[src/rtl/imem_loader.sv]
// ---------------------------------------------------------------------------
// imem_loader
// Streams a program image, byte by byte, into instruction memory while the
// pipeline core is held in reset, then releases the core.
//
// Stream: 16-bit big-endian word count N, then 4*N bytes with each word sent
// most-significant byte first. A count above the memory capacity is rejected
// and the core stays in reset.
//
// Ports
//   clock       single clock, rising edge
//   reset       asynchronous, active-high
//   start       one-cycle request to begin (or restart) a load
//   in_data     serial program byte
//   in_valid    in_data valid this cycle
//   in_ready    loader accepts a byte this cycle
//   imem_we     instruction-memory write strobe (one cycle per word)
//   imem_addr   word index being written
//   imem_wdata  assembled instruction word
//   cpu_reset   holds the pipeline core in reset while 1
//   busy        load in progress
//   done        load completed, core released
//   error       header rejected, core held
// ---------------------------------------------------------------------------
module imem_loader #(
    parameter int ADDR_W = 8
) (
    input  logic              clock,
    input  logic              reset,
    input  logic              start,
    input  logic [7:0]        in_data,
    input  logic              in_valid,
    output logic              in_ready,
    output logic              imem_we,
    output logic [ADDR_W-1:0] imem_addr,
    output logic [31:0]       imem_wdata,
    output logic              cpu_reset,
    output logic              busy,
    output logic              done,
    output logic              error
);

    typedef enum logic [2:0] {
        S_IDLE   = 3'd0,
        S_LEN_HI = 3'd1,
        S_LEN_LO = 3'd2,
        S_DATA   = 3'd3,
        S_WRITE  = 3'd4,
        S_DONE   = 3'd5,
        S_ERR    = 3'd6
    } state_t;

    // Largest legal word count: the full memory, 2^ADDR_W words.
    localparam logic [16:0] MAX_WORDS = 17'd1 << ADDR_W;

    state_t            state_r;
    state_t            next_state_s;
    logic [ADDR_W:0]   word_idx_r;   // one extra bit so N = 2^ADDR_W does not wrap
    logic [1:0]        byte_cnt_r;
    logic [31:0]       asm_r;
    logic [15:0]       len_r;
    logic              xfer_s;
    logic [16:0]       len_full_s;
    logic [16:0]       idx_next_s;
    logic              last_word_s;

    // Handshake and length decode used by the state transitions.
    always_comb begin
        xfer_s      = in_valid & in_ready;
        // The low length byte is still on in_data while in LEN_LO.
        len_full_s  = {1'b0, len_r[15:8], in_data};
        idx_next_s  = 17'(word_idx_r) + 17'd1;
        last_word_s = (idx_next_s == {1'b0, len_r});
    end

    // Next-state logic.
    always_comb begin
        next_state_s = state_r;
        case (state_r)
            S_IDLE, S_DONE, S_ERR: begin
                if (start) begin
                    next_state_s = S_LEN_HI;
                end else begin
                    next_state_s = state_r;
                end
            end
            S_LEN_HI: begin
                if (xfer_s) begin
                    next_state_s = S_LEN_LO;
                end else begin
                    next_state_s = S_LEN_HI;
                end
            end
            S_LEN_LO: begin
                if (!xfer_s) begin
                    next_state_s = S_LEN_LO;
                end else if (len_full_s == 17'd0) begin
                    next_state_s = S_DONE;
                end else if (len_full_s > MAX_WORDS) begin
                    next_state_s = S_ERR;
                end else begin
                    next_state_s = S_DATA;
                end
            end
            S_DATA: begin
                if (xfer_s && (byte_cnt_r == 2'd3)) begin
                    next_state_s = S_WRITE;
                end else begin
                    next_state_s = S_DATA;
                end
            end
            S_WRITE: begin
                if (last_word_s) begin
                    next_state_s = S_DONE;
                end else begin
                    next_state_s = S_DATA;
                end
            end
            default: next_state_s = S_IDLE;
        endcase
    end

    // State register and Moore outputs, registered from the next state.
    always_ff @(posedge clock or posedge reset) begin
        if (reset) begin
            state_r   <= S_IDLE;
            in_ready  <= 1'b0;
            busy      <= 1'b0;
            cpu_reset <= 1'b1;
            done      <= 1'b0;
            error     <= 1'b0;
            imem_we   <= 1'b0;
        end else begin
            state_r   <= next_state_s;
            in_ready  <= (next_state_s == S_LEN_HI) || (next_state_s == S_LEN_LO) ||
                         (next_state_s == S_DATA);
            busy      <= (next_state_s == S_LEN_HI) || (next_state_s == S_LEN_LO) ||
                         (next_state_s == S_DATA)   || (next_state_s == S_WRITE);
            cpu_reset <= (next_state_s != S_DONE);
            done      <= (next_state_s == S_DONE);
            error     <= (next_state_s == S_ERR);
            imem_we   <= (next_state_s == S_WRITE);
        end
    end

    // Datapath: length capture, byte assembly, word index, write port.
    always_ff @(posedge clock or posedge reset) begin
        if (reset) begin
            word_idx_r <= {(ADDR_W+1){1'b0}};
            byte_cnt_r <= 2'd0;
            asm_r      <= 32'd0;
            len_r      <= 16'd0;
            imem_addr  <= {ADDR_W{1'b0}};
            imem_wdata <= 32'd0;
        end else begin
            case (state_r)
                S_IDLE, S_DONE, S_ERR: begin
                    if (start) begin
                        word_idx_r <= {(ADDR_W+1){1'b0}};
                        byte_cnt_r <= 2'd0;
                    end
                end
                S_LEN_HI: begin
                    if (xfer_s) begin
                        len_r[15:8] <= in_data;
                    end
                end
                S_LEN_LO: begin
                    if (xfer_s) begin
                        len_r[7:0] <= in_data;
                    end
                end
                S_DATA: begin
                    if (xfer_s) begin
                        asm_r      <= {asm_r[23:0], in_data};
                        byte_cnt_r <= byte_cnt_r + 2'd1;
                        // Latch the write port on the 4th byte so the strobe
                        // lands in the very next cycle.
                        if (byte_cnt_r == 2'd3) begin
                            imem_addr  <= word_idx_r[ADDR_W-1:0];
                            imem_wdata <= {asm_r[23:0], in_data};
                        end
                    end
                end
                S_WRITE: begin
                    word_idx_r <= word_idx_r + {{ADDR_W{1'b0}}, 1'b1};
                end
                default: begin
                    byte_cnt_r <= 2'd0;
                end
            endcase
        end
    end

endmodule

[config.mk]
export PLATFORM = sky130hd
export DESIGN_NAME = imem_loader
export DESIGN_NICKNAME = d
export VERILOG_FILES = /design/src/rtl/imem_loader.sv
export SDC_FILE = /design/constraint.sdc
export NUM_CORES = 1
export LEC_CHECK = 0
export ABC_AREA = 0
export CAP_MARGIN = 10
export CORE_MARGIN = 2
export CORE_UTILIZATION = 40
export CTS_CLUSTER_DIAMETER = 50
export DETAILED_ROUTE_END_ITERATION = 6
export GPL_TIMING_DRIVEN = 0
export PLACE_DENSITY = 0.67
export RECOVER_POWER = 25
export SLEW_MARGIN = 20
export SYNTH_ARGS = -nofsm -noshare
export SYNTH_HDL_FRONTEND = slang
export SYNTH_SLANG_ARGS = --single-unit
[constraint.sdc]
create_clock -name clock -period 5.19 [get_ports clock]
set_input_delay 1.557 -clock clock [delete_from_list [all_inputs] [get_ports clock]]
set_output_delay 1.557 -clock clock [all_outputs]
set_load 0.01 [all_outputs]
==> impl_results.md <==
* Status: finished, violations left
* Violated checks: max-capacitance violations, max-slew violations
* Hold slack at around 0.50 ns
* Worst Setup End Kind: flip-flop
* CP Launch Type: input port
* Hpwl dp at slightly above 6000 um
* Overall power at between 2000 and 3000 uW
* Core area at ~10,000 um^2
* Fmax at 0.270 GHz
* Die X at between 100 and 150 um
* Async SR Flop Fraction at 1.00
* Clk_lat worst skew at 0.37 ns
* Register area at ~2500 um^2
* Layout cells sized above 1 at 0.272
* Postcts setup bufs at 0
* CP bufs+invs at 3
* Final ANT Viol Nets at 0
* Max-slew violations at 42
* Antenna violations before repair at 0
* Crit path max-delay family: buffers and inverters
* First-pass DRT Iterations at 4
* Iter 0 DRT Violations at around 120
* Sequential area share after synthesis at 0.579
* Cts-stage hold buffer count at 0
* GP Congestion at around 0.8
* Most frequent cells in the layout: 99 x dfrtp_1, 81 x mux2_2, 56 x clkdlybuf4s50_1
* Worst hold path class: flip-flop to flip-flop
* Final Hold Vio Count at 0
* Setup slack, reg-to-reg at approximately 2.7 ns
* Initial Util at 0.415
* Dpl ws at approximately 1.1 ns
* P_leak at between 0.002 and 0.0025 uW
* Unrepaired setup endpoints after global routing: no
* PortBufs at 57
* Syn. warnings at 0
* Primary FF master, synth: dfrtp_1
* Nets at around 410
* CP Max Fanout at 10
* Setup ws final at ~1.5 ns
* Die area at between 10,000 and 15,000 um^2
* Longest Clk Path Bufs at 2
* CP arrival at about 4 ns
* Layout area overhead at 22.1%
* DR WL/cell at about 16 um
* Area of the multi-input gates at 1740 um^2
* Syn Nets at between 300 and 400
* Syn_area_per_cell at 13.1 um^2
* First-pass GRT wire length at between 10,000 and 15,000 um
* Critical Path, Cell by Cell: clkdlybuf4s50_1 > nand3_1 > nor2_2 > nand2_1 > inv_2 > buf_2 > mux2_2
* Syn Inst Count at approximately 330
* ANT cells at 0
* Clock skew at approximately 0.014 ns
* Power per cell area at 518 nW/um^2
* Residual DRC count at 0
* # Max-Cap Violations at 1
* H-tree depth reported by CTS at 3
* Final Setup Violations at 0
* Vias per inst at around 5.2
* Root buffer cell: clkbuf_8
* Clock tree sinks at 100
* Slowest stage cell, crit path: clkdlybuf4s50_1
* Crit-path max cell delay at about 0.55 ns
* CTS Buf Count at 9
* Fin crit share at 0.713
* VDD IR max at about 240 uV
* Worst Path Required at 5.44 ns
* Vias at 2,802
* Final wirelength at around 8700 um
* Std-Cell Rows at 37
* GRT Util Overall at 0.157
* Worst-margin pin slew at 1.90 ns
* Tmin final at about 3.7 ns
* Io pins at 58
* Number of synthesized flops with an enable pin at 0
* Vias in the first global route at roughly 2,800
* Clk slew on worst S/H paths at 0.10 ns
* Post-synthesis instance area at ~4300 um^2
* Flop and latch count out of synthesis at 100
* Slew headroom at -0.276
* CTS tree: done
* Most common cell after layout, fill and taps aside: dfrtp_1
* # fillers at ~910
* Setup CP Type: input port to flip-flop
* Netlist cell types at 46
* Die H at around 110 um
* Post-CTS sizing at 0
* Pin count of the biggest net entering global routing at 60
* GR Overflow Total at 0
## cells by family after synthesis
| logic type | after synthesis | synth area share |
|---|---|---|
| XOR/XNOR | 14 | 0.0284 |
| buffers and inverters | 20 | 0.0185 |
| multiplexers | 82 | 0.213 |
| AO/OA/AOI/OAI | 39 | 0.0582 |
| AND/OR/NAND/NOR | 73 | 0.0944 |
| flip-flops | 100 | 0.579 |
| adder cells (fa/ha/maj) | 3 | 0.00810 |
## sequential cells by signal, summed over array words and instances (netlist names)
register,cells
cpu_reset,1
asm_r,24
busy,1
state_r,3
error,1
len_r,16
imem_addr,8
in_ready,1
word_idx_r,9
imem_wdata,32
byte_cnt_r,2
done,1
imem_we,1
## synth_stat cells, types with 4 or more instances
master / number / share of area
a21oi_1: 6 / 0.0069
dfrtp_1: 99 / 0.57
clkbuf_1: 10 / 0.0087
and3_1: 7 / 0.010
nand2b_1: 6 / 0.0087
o21ai_0: 14 / 0.016
o31ai_1: 6 / 0.010
nand3_1: 6 / 0.0069
xnor2_1: 9 / 0.018
nor2_1: 15 / 0.013
xor2_1: 5 / 0.010
buf_2: 4 / 0.0046
inv_1: 4 / 0.0035
nand2_1: 16 / 0.014
nor4_1: 4 / 0.0058
nand4_1: 4 / 0.0058
mux2_2: 81 / 0.21
## metal layers
metal | track usage | part of all wire | up-vias
met1 | 0.224 | 0.48 | 1428
met3 | 0.0289 | 0.033 | 12
met4 | 0.0668 | 0.020 | 0
li1 | - | - | 1316
met2 | 0.237 | 0.47 | 46
met5 | 0 | 0 | -
## report_power, final
| group | internal, uW | total, uW | switching [uW] |
|---|---|---|---|
| Clock | 193 | 469 | 276 |
| Sequential | 1080 | 1270 | 195 |
| Combinational | 578 | 987 | 410 |
## area by class of cell
class	instances	share of cell area
repair buffers	58	0.113
inverters	5	0.00379
multi-input cells	211	0.330
well taps	136	0.0323
clock inverters	5	0.00806
plain buffers	15	0.0116
flip-flops and latches	100	0.475
clock buffers	11	0.0268
## final timing paths
check                              start        endpoint  depth (start not counted)
hold / removal             byte_cnt_r[1]   byte_cnt_r[1]                          2
setup reg to reg              state_r[2]    imem_addr[3]                          6
setup / recovery                in_valid    imem_addr[3]                          7
min in group asynchronous          reset  imem_wdata[30]                          2
hold reg to reg            byte_cnt_r[1]   byte_cnt_r[1]                          2
max in group asynchronous          reset       cpu_reset                          3
## worst reg2reg max path: stages (launching register included)
cell and delay [ns]:
dfrtp_1 0.41, nand2b_1 0.22, nor2_2 0.42, nand2_1 0.35, inv_2 0.31, buf_2 0.30, mux2_2 0.36
## through the flow
| stage | utilization | instances | area [um^2] | TNS (ns) |
|---|---|---|---|---|
| 6_report | 0.507 | 541 | 5280 | 0 |
| 5_1_grt | 0.507 | 541 | 5280 | 0 |
| 4_1_cts | 0.507 | 541 | 5280 | 0 |
| 3_5_place_dp | 0.489 | 525 | 5100 | 0 |
| 3_3_place_gp | 0.486 | 524 | 5060 | -39.57 |
| 2_1_floorplan | - | 331 | 4320 | 0 |
No activity file was read; power rests on OpenSTA's default activity.
